==> src/rtl/AlteraAvalon_Pkg.sv <==
// Avalon-ST struct types shared by Altera/Intel streaming interfaces.
// from_source carries the data beat towards a sink; to_source returns backpressure.
package AlteraAvalon_Pkg;

    typedef struct packed {
        logic [31:0] Data;
        logic        Valid;
        logic        StartOfPacket;
        logic        EndOfPacket;
        logic [1:0]  Empty;
        logic        Error;
    } avalon_st_from_source_t;

    typedef struct packed {
        logic Ready;
    } avalon_st_to_source_t;

endpackage

==> src/rtl/tse_rx_controller_pkg.sv <==
// Shared TSE receive definitions: default EtherType, beat-index constants,
// FSM state encoding and a saturating 16-bit increment helper.
package tse_rx_controller_pkg;

    localparam logic [15:0] TSE_ETHERTYPE_DEFAULT = 16'h88B5;

    // Beats 0..3 carry the MAC header (with the 16-bit shift pad); beat 4 carries the payload
    localparam logic [15:0] HDR_BEATS    = 16'd4;
    localparam logic [15:0] PAYLOAD_BEAT = 16'd4;

    typedef logic [1:0] rx_state_t;

    localparam rx_state_t ST_IDLE    = 2'd0;
    localparam rx_state_t ST_HEADER  = 2'd1;
    localparam rx_state_t ST_PAYLOAD = 2'd2;
    localparam rx_state_t ST_DRAIN   = 2'd3;

    function automatic logic [15:0] sat_inc16(input logic [15:0] value);
        return (value == 16'hFFFF) ? value : value + 16'd1;
    endfunction

endpackage

==> src/rtl/tse_rx_stats_counter.sv <==
// Saturating statistics counter: counts single-cycle increment requests and
// holds at all-ones instead of wrapping back to zero.
module tse_rx_stats_counter #(
    parameter int WIDTH = 32
) (
    input  logic             clock,
    input  logic             reset_n,
    input  logic             inc,
    output logic [WIDTH-1:0] count
);

    // Count increment requests, sticking at the maximum value
    always_ff @(posedge clock or negedge reset_n) begin
        if (!reset_n) begin
            count <= '0;
        end else if (inc && (count != {WIDTH{1'b1}})) begin
            count <= count + WIDTH'(1);
        end
    end

endmodule

==> src/rtl/tse_rx_controller.sv <==
// TSE MAC receive controller (Avalon-ST sink, 32-bit, RX_SHIFT16 layout).
// Filters frames on destination MAC (local or broadcast) and EtherType, pulls the
// speed/ADC pair from payload beat 4, and publishes it when a good frame ends.
// Build option: define TSE_RX_STATS_EN to build the accepted/dropped frame
// counters; without it both counter ports are tied to zero.
module tse_rx_controller
    import AlteraAvalon_Pkg::*;
    import tse_rx_controller_pkg::*;
#(
    parameter int          SPEED_SENSOR_WIDTH   = 16,
    parameter int          ADC_WIDTH            = 16,
    parameter int          TSE_RX_ST_DATA_WIDTH = 32,
    parameter logic [47:0] LOCAL_MAC            = 48'h00_1C_23_17_4A_CB,
    parameter logic [15:0] ETHERTYPE            = TSE_ETHERTYPE_DEFAULT,
    parameter int          STATS_WIDTH          = 32
) (
    input  logic                          CLOCK,
    input  logic                          RESET_N,
    input  logic [15:0]                   MTU,
    input  avalon_st_from_source_t        AVALON_ST_SINK_IN_1,
    output avalon_st_to_source_t          AVALON_ST_SINK_OUT_1,
    output logic [SPEED_SENSOR_WIDTH-1:0] SPEED_SENSOR,
    output logic [ADC_WIDTH-1:0]          ADC,
    output logic                          DATA_VALID,
    output logic [STATS_WIDTH-1:0]        RX_FRAME_COUNT,
    output logic [STATS_WIDTH-1:0]        RX_DROP_COUNT
);

    localparam logic [15:0] MIN_FRAME_BEATS = PAYLOAD_BEAT + 16'd1;

    logic                            ready_q;
    rx_state_t                       state_q, state_d;
    logic [15:0]                     beat_cnt_q, beat_cnt_d;
    logic                            ucast_ok_q, ucast_ok_d;
    logic                            bcast_ok_q, bcast_ok_d;
    logic                            type_ok_q, type_ok_d;
    logic                            err_q, err_d;
    logic [SPEED_SENSOR_WIDTH-1:0]   speed_sh_q, speed_sh_d;
    logic [ADC_WIDTH-1:0]            adc_sh_q, adc_sh_d;

    logic [TSE_RX_ST_DATA_WIDTH-1:0] beat_data;
    logic                            beat_fire;
    logic                            sop_beat;
    logic                            eop_beat;
    logic                            in_frame;
    logic                            mid_beat;
    logic                            frame_end;
    logic                            frame_good;
    logic                            commit;
    logic                            unused_empty;

    assign beat_data    = AVALON_ST_SINK_IN_1.Data;
    assign beat_fire    = AVALON_ST_SINK_IN_1.Valid & ready_q;
    assign sop_beat     = beat_fire & AVALON_ST_SINK_IN_1.StartOfPacket;
    assign eop_beat     = beat_fire & AVALON_ST_SINK_IN_1.EndOfPacket;
    assign in_frame     = (state_q != ST_IDLE);
    assign mid_beat     = beat_fire & ~AVALON_ST_SINK_IN_1.StartOfPacket & in_frame;
    assign frame_end    = eop_beat & (sop_beat | in_frame);
    assign unused_empty = ^AVALON_ST_SINK_IN_1.Empty;

    assign AVALON_ST_SINK_OUT_1.Ready = ready_q;

    // Next-state and per-frame flag/shadow updates; a start-of-packet always restarts parsing at beat0
    always_comb begin
        state_d    = state_q;
        beat_cnt_d = beat_cnt_q;
        ucast_ok_d = ucast_ok_q;
        bcast_ok_d = bcast_ok_q;
        type_ok_d  = type_ok_q;
        err_d      = err_q;
        speed_sh_d = speed_sh_q;
        adc_sh_d   = adc_sh_q;

        if (sop_beat) begin
            state_d    = ST_HEADER;
            beat_cnt_d = 16'd1;
            ucast_ok_d = (beat_data[15:0] == LOCAL_MAC[47:32]);
            bcast_ok_d = (beat_data[15:0] == 16'hFFFF);
            type_ok_d  = 1'b0;
            err_d      = AVALON_ST_SINK_IN_1.Error;
        end else if (mid_beat) begin
            beat_cnt_d = sat_inc16(beat_cnt_q);
            err_d      = err_q | AVALON_ST_SINK_IN_1.Error;
            case (state_q)
                ST_HEADER: begin
                    if (beat_cnt_q == 16'd1) begin
                        ucast_ok_d = ucast_ok_q & (beat_data == LOCAL_MAC[31:0]);
                        bcast_ok_d = bcast_ok_q & (beat_data == 32'hFFFF_FFFF);
                    end
                    if (beat_cnt_q == HDR_BEATS - 16'd1) begin
                        type_ok_d = (beat_data[15:0] == ETHERTYPE);
                        state_d   = ST_PAYLOAD;
                    end
                end
                ST_PAYLOAD: begin
                    speed_sh_d = SPEED_SENSOR_WIDTH'(beat_data[31:16]);
                    adc_sh_d   = ADC_WIDTH'(beat_data[15:0]);
                    state_d    = ST_DRAIN;
                end
                default: begin
                end
            endcase
        end

        if (eop_beat) begin
            state_d = ST_IDLE;
        end
    end

    // The verdict uses the updated flags so a frame can end on the payload beat itself
    assign frame_good = (ucast_ok_d | bcast_ok_d) & type_ok_d & ~err_d
                      & (beat_cnt_d >= MIN_FRAME_BEATS)
                      & ((MTU == 16'd0) | (beat_cnt_d <= MTU));
    assign commit     = frame_end & frame_good;

    // Ready comes up on the first edge after reset release and then stays high
    always_ff @(posedge CLOCK or negedge RESET_N) begin
        if (!RESET_N) begin
            ready_q <= 1'b0;
        end else begin
            ready_q <= 1'b1;
        end
    end

    // Parser state, beat counter, match flags and payload shadow registers
    always_ff @(posedge CLOCK or negedge RESET_N) begin
        if (!RESET_N) begin
            state_q    <= ST_IDLE;
            beat_cnt_q <= 16'd0;
            ucast_ok_q <= 1'b0;
            bcast_ok_q <= 1'b0;
            type_ok_q  <= 1'b0;
            err_q      <= 1'b0;
            speed_sh_q <= '0;
            adc_sh_q   <= '0;
        end else begin
            state_q    <= state_d;
            beat_cnt_q <= beat_cnt_d;
            ucast_ok_q <= ucast_ok_d;
            bcast_ok_q <= bcast_ok_d;
            type_ok_q  <= type_ok_d;
            err_q      <= err_d;
            speed_sh_q <= speed_sh_d;
            adc_sh_q   <= adc_sh_d;
        end
    end

    // Publish the shadowed pair with a one-cycle strobe when a frame commits
    always_ff @(posedge CLOCK or negedge RESET_N) begin
        if (!RESET_N) begin
            SPEED_SENSOR <= '0;
            ADC          <= '0;
            DATA_VALID   <= 1'b0;
        end else begin
            DATA_VALID <= commit;
            if (commit) begin
                SPEED_SENSOR <= speed_sh_d;
                ADC          <= adc_sh_d;
            end
        end
    end

`ifdef TSE_RX_STATS_EN
    logic drop;

    // A frame is dropped when it is cut short by a new start or ends without passing the checks
    assign drop = (sop_beat & in_frame) | (frame_end & ~frame_good);

    tse_rx_stats_counter #(
        .WIDTH(STATS_WIDTH)
    ) u_frame_count (
        .clock  (CLOCK),
        .reset_n(RESET_N),
        .inc    (commit),
        .count  (RX_FRAME_COUNT)
    );

    tse_rx_stats_counter #(
        .WIDTH(STATS_WIDTH)
    ) u_drop_count (
        .clock  (CLOCK),
        .reset_n(RESET_N),
        .inc    (drop),
        .count  (RX_DROP_COUNT)
    );
`else
    assign RX_FRAME_COUNT = '0;
    assign RX_DROP_COUNT  = '0;
`endif

endmodule

==> config.mk <==
export PLATFORM = sky130hd
export DESIGN_NAME = tse_rx_controller
export DESIGN_NICKNAME = d
export VERILOG_FILES = /design/src/rtl/AlteraAvalon_Pkg.sv /design/src/rtl/tse_rx_controller_pkg.sv /design/src/rtl/tse_rx_stats_counter.sv /design/src/rtl/tse_rx_controller.sv
export SDC_FILE = /design/constraint.sdc
export NUM_CORES = 1
export LEC_CHECK = 0
export CAP_MARGIN = 20
export CORE_MARGIN = 1
export CORE_UTILIZATION = 52
export CTS_CLUSTER_DIAMETER = 120
export DETAILED_ROUTE_END_ITERATION = 10
export GPL_ROUTABILITY_DRIVEN = 0
export PLACE_DENSITY = 0.86
export REMOVE_ABC_BUFFERS = 1
export SKIP_LAST_GASP = 1
export SYNTH_ARGS = -nofsm -noshare
export SYNTH_HDL_FRONTEND = slang
export SYNTH_SLANG_ARGS = --single-unit
export TNS_END_PERCENT = 5
==> constraint.sdc <==
create_clock -name CLOCK -period 8.2 [get_ports CLOCK]
set_input_delay 1.64 -clock CLOCK [delete_from_list [all_inputs] [get_ports CLOCK]]
set_output_delay 1.64 -clock CLOCK [all_outputs]
set_load 0.02 [all_outputs]
* Yosys cells after proc, flatten, opt, wreduce, memory -nomap -nowiden *
Index checks and enable logic that the tools add are counted.

cells by class
  bitwise logic cells = 19
  mux-type cells = 28
  eq/ne operators = 11
  $add $sub $neg = 1
  reduce and logical (&&, ||, !) cells = 5
  $lt $le $gt $ge = 2

operator list
  kind                   number
  $mux 16                9
  $eq 16x16->1 const B   3
  $eq 32x30->1 const B   1
  $eq 32x32->1 const B   1
  $add 16x1->16 const B  1
  $eq 16x1->1 const B    1
  $eq 16x2->1 const B    1
  $eq 16x5->1 const B    1
  $ge 16x3->1 const B    1
  $le 16x16->1           1
  $logic_not 16->1       1
  $mux 1                 14
  $and 1x1->1            13
  $mux 2                 4
  $ne 4x4->1 const B     1
  $or 1x1->1             4
  $pmux 2 s2             1
  $reduce_bool 4->1      1
  $reduce_and 3->1       1
  $reduce_bool 3->1      1
  $eq 2x1->1 const B     1
  $eq 2x2->1 const B     1
  $not 1->1              2
  $reduce_bool 2->1      1

storage, ports and cells
  input bits = 56
  flip-flop bits (word level) = 88
  logic and storage cells = 78
  output and inout port bits = 98

* Depth between registers and ports, before layout *
  depth after elaboration = 12
  depth in mapped cells = 20
  mapped depth without buffers = 16

* Least setup slack after synthesis *
OpenSTA, ideal clock, no wires.

  path type = input to register
  start point = in AVALON_ST_SINK_IN_1[4] (netlist bit)
  end point = reg ADC[10]
  path slack = 3.070 ns
  path buffers = 4
  setup time = 0.125 ns
  data arrival time = 5.005 ns
  stages on the path = 18
  required time = 8.075 ns
  cells stage by stage = and4bb_4 clkbuf_1 and2_1 clkbuf_1 nand4_1 xor2_1 nor2_1 ha_1 a21o_1 a31oi_1 o21ai_0 a21o_1 a221oi_2 nand3_1 a311o_1 buf_6 buf_12 mux2_4

on the way
  elaborated cells between the ends (all ways) = 28
  classes of those cells = order compare: 2; mux: 12; bitwise: 14

RTL lines
  element                                             line                                                source
  start, declared                                     tse_rx_controller.sv:20                             input avalon_st_from_source_t AVALON_ST_SINK_IN_1,
  $not 1->1                                           tse_rx_controller.sv:57                             assign mid_beat = beat_fire & ~AVALON_ST_SINK_IN_1.StartOfPacket & in_frame;
  $and 1x1->1 (2 in a row)                            tse_rx_controller.sv:57
  $mux 16                                             tse_rx_controller.sv:81                             end else if (mid_beat) begin
  $mux 16 *                                           tse_rx_controller.sv:74                             if (sop_beat) begin
  named net beat_cnt_d[9]                             tse_rx_controller.sv:33                             logic [15:0] beat_cnt_q, beat_cnt_d;
  $ge 16x3->1 / $le 16x16->1 (equally long branches)  tse_rx_controller.sv:112, tse_rx_controller.sv:113
  $and 1x1->1 / $or 1x1->1 (equally long branches)    tse_rx_controller.sv:112, tse_rx_controller.sv:113
  $and 1x1->1 *                                       tse_rx_controller.sv:113                            & ((MTU == 16'd0) | (beat_cnt_d <= MTU));
  $and 1x1->1 *                                       tse_rx_controller.sv:114                            assign commit = frame_end & frame_good;
  end signal, assigned                                tse_rx_controller.sv:158                            ADC <= adc_sh_d;
  end, declared                                       tse_rx_controller.sv:23                             output logic [ADC_WIDTH-1:0] ADC,

The timed path passes the listed nets; every way through them passes the cells marked *.
A chain may end at the register's enable or synchronous reset.

* Worst setup path in the final report *
  start point = in AVALON_ST_SINK_IN_1[5] (netlist bit)
  end point = reg SPEED_SENSOR[15]

on the way
  elaborated cells between the ends (all ways) = 29
  classes of those cells = order compare: 2; mux: 12; bitwise: 15

RTL lines
  element                                             line                                                source
  $and 1x1->1 *                                       tse_rx_controller.sv:53                             assign beat_fire = AVALON_ST_SINK_IN_1.Valid & ready_q;
  $and 1x1->1 (2 in a row)                            tse_rx_controller.sv:57
  $mux 16                                             tse_rx_controller.sv:81
  $mux 16 *                                           tse_rx_controller.sv:74
  named net beat_cnt_d[14]                            tse_rx_controller.sv:33
  $ge 16x3->1 / $le 16x16->1 (equally long branches)  tse_rx_controller.sv:112, tse_rx_controller.sv:113
  $and 1x1->1 / $or 1x1->1 (equally long branches)    tse_rx_controller.sv:112, tse_rx_controller.sv:113
  $and 1x1->1 *                                       tse_rx_controller.sv:113
  $and 1x1->1 *                                       tse_rx_controller.sv:114
  end signal, assigned                                tse_rx_controller.sv:157                            SPEED_SENSOR <= speed_sh_d;
  end, declared                                       tse_rx_controller.sv:22                             output logic [SPEED_SENSOR_WIDTH-1:0] SPEED_SENSOR,

Marks and branches as above.

==> results.cfg <==
[status]
outcome = finished clean

[cells_and_area]
nFillCells = 717
nets = 652
fin_cells = 713
drive_gt1_frac = 0.171
diodes = 0
fin_util = 0.632
area_growth_pct = 16.3
regArea_um2 = 2200
final_cell_area_um2 = 6230
multi_input_area_um2 = 2640

[clock_tree]
cts_setup_buffers = 0
hold_buffers = 0
cts_sinks = 88
cts_buffer_depth = 2
clk-insertion-delay-late_ps = 360
cts_root_buf = clkbuf_8
cts_tree = yes
path_clk_slew_ps = 80
numCtsBuffers = 9
htreeDepth = 3
ctsResizeCount = 0

[placed_design]
placed_cell_area_um2 = 5980
hpwl_mm = 8.51
post-place-cells = 697
port_buffers = 87
preCtsSetupSlack_ps = 1570

[drt]
viasPerCell = 5.59
final_antenna_net_count = 0
drtIter0Drc = 295
drc = 0
wl_per_cell_um = 16.5
vias = 3985
firstDrtPassIters = 5
wl_mm = 11.8

[global_route]
grt_antenna_before_repair = 0
grt_use_total = 0.223
grt_first_pass_wirelength_mm = 19.3
overflow = 0
grt_max_degree = 89
grt_pass1_vias = 4020

[sta]
fmax_ghz = 0.158
setup_viol = 0
drv_slew = 0
slew_headroom = 0.519
finalCritPeriodShare = 0.773
tns_ps = 0
finalClockSkew_ps = 13.9
rsz0062_at_grt = no
tightest_slew_ps = 721
finalHoldViolations = 0
hold_slack_ps = 505
period_minus_slack_ps = 6340
setup_slack_ps = 1860

[synth]
ys_warn_count = 0
ys_seq_area_frac = 0.411
ys_async_sr_fraction = 1.00
synthTopCellsByCount = 88 x dfrtp_1, 64 x buf_4, 35 x mux2_2
yosys_most_used_dff = dfrtp_1
synth_top_area_cell = dfrtp_1
synth.most_common_cell = dfrtp_1
ys_ff_latch = 88
yosys.area.top_type_share = 0.411
netlist_instances = 496
avgSynthCellArea_um2 = 10.8
netlist_top_cells_area = dfrtp_1 41%, buf_4 9.0%, mux2_4 8.1%
synth_edf_count = 0
synth.distinct_cells = 63
netlist_area_um2 = 5360

[setup_path]
reg2reg_to = SPEED_SENSOR[15]
crit_path_end_kind = flip-flop
crit_path_start = AVALON_ST_SINK_IN_1[5]
ff2ff_setup_slack_ps = 2970
rr_startpoint = beat_cnt_q[0]
r2r_cells = 16
critical_path_required_ps = 8440
endpoint = SPEED_SENSOR[15]
cp_max_fo = 20
start_kind = input pin
arrival_ps = 6580
criticalPathCategory = input pin to flip-flop

[die]
num_rows = 36
die_h_um = 104
die_area_um2 = 10700
coreArea_um2 = 9860
initial_core_util = 0.543
die_x_um = 104
ios = 154

[power]
p_leak_nw = 3.01
power_mw = 0.983
power_density_nw_per_um2 = 158
ir_worst_vdd_mv = 0.102

[flow_run]
cap_violations = 0

[min_path]
min_path_type = flip-flop to flip-flop
==> how the worst min path moves through the flow <==
| stage | startpoint | to | slack (ps) | cells past startpoint |
|---|---|---|---|---|
| after detailed placement | adc_sh_q[7] | adc_sh_q[7] | 480 | 1 |
| after floorplan | err_q | err_q | 450 | 2 |
| after CTS | adc_sh_q[0] | adc_sh_q[0] | 500 | 1 |
| after global placement | err_q | err_q | 460 | 2 |
| after global routing | adc_sh_q[5] | adc_sh_q[5] | 520 | 1 |
| final | adc_sh_q[4] | adc_sh_q[4] | 500 | 1 |
==> kinds of logic after synthesis <==
group,after synthesis,share of synthesized area
compound gates,52,0.0670
xor+xnor,9,0.0147
fa+ha+maj,20,0.0467
buf+inv,106,0.140
flops,88,0.411
mux,68,0.162
other cells,2,0.00140
simple gates,151,0.156
==> layout make-up <==
type                    count  area share
inverters                  22      0.0133
repair buffers             90       0.146
clock buffers              10      0.0221
well taps                 133      0.0267
multi-input cells         365       0.424
clock inverters             5      0.0143
flip-flops and latches     88       0.353
==> critical path: stages <==
cell and delay, ps:
clkdlybuf4s50_1 610, nand4bb_1 330, nor4_1 720, nand3_1 170, mux2i_1 170, nor2_1 90
ha_1 320, and3_1 140, nand3_1 110, nor2_1 160, o31ai_1 120, or3_2 420
nand3_1 90, a311o_2 650, buf_4 420, mux2_2 370
==> report_power, final <==
group          leakage, nW  internal (mW)  total, mW  switching [mW]
logic                 1.69         0.0676      0.162          0.0943
clock network        0.115          0.182      0.342           0.160
registers             1.21          0.460      0.480          0.0198
==> state kept, by name, summed over array words and instances, names as in the netlist <==
signal                cells
beat_cnt_q               16
type_ok_q                 1
DATA_VALID                1
state_q                   2
speed_sh_q               16
err_q                     1
bcast_ok_q                1
ADC                      16
ucast_ok_q                1
SPEED_SENSOR             16
AVALON_ST_SINK_OUT_1      1
adc_sh_q                 16
==> cells in the final DEF (no fill, tap or decap), drive strengths merged, types with 2 or more instances in the layout <==
master,synthesis,final
mux2,64,64
and2,2,2
clkdlybuf4s50,0,86
or3,4,4
o211ai,3,3
nor4,14,14
or4,2,2
dfrtp,88,88
ha,20,20
o31ai,3,3
xnor2,4,4
nand2,27,27
nor2,32,32
o21ai,10,10
inv,22,24
and4,6,6
a31oi,2,2
buf,75,4
nand3,20,20
bufinv,0,2
a21o,3,3
o2111ai,3,3
and3,7,7
nor3,9,9
mux2i,4,4
clkbuf,9,10
xor2,5,5
a41oi,3,3
nand4,19,19
a21oi,14,14
conb,2,65
==> per-layer routing <==
| layer | vias to the layer above | GRT usage | routed length (um) |
|---|---|---|---|
| met2 | 227 | 0.385 | 5840 |
| li1 | 1804 | - | - |
| met5 | - | 0 | 0 |
| met3 | 31 | 0.0541 | 935 |
| met1 | 1923 | 0.266 | 4750 |
| met4 | 0 | 0.0890 | 267 |
Note: power is estimated with default switching activity, not from simulation.
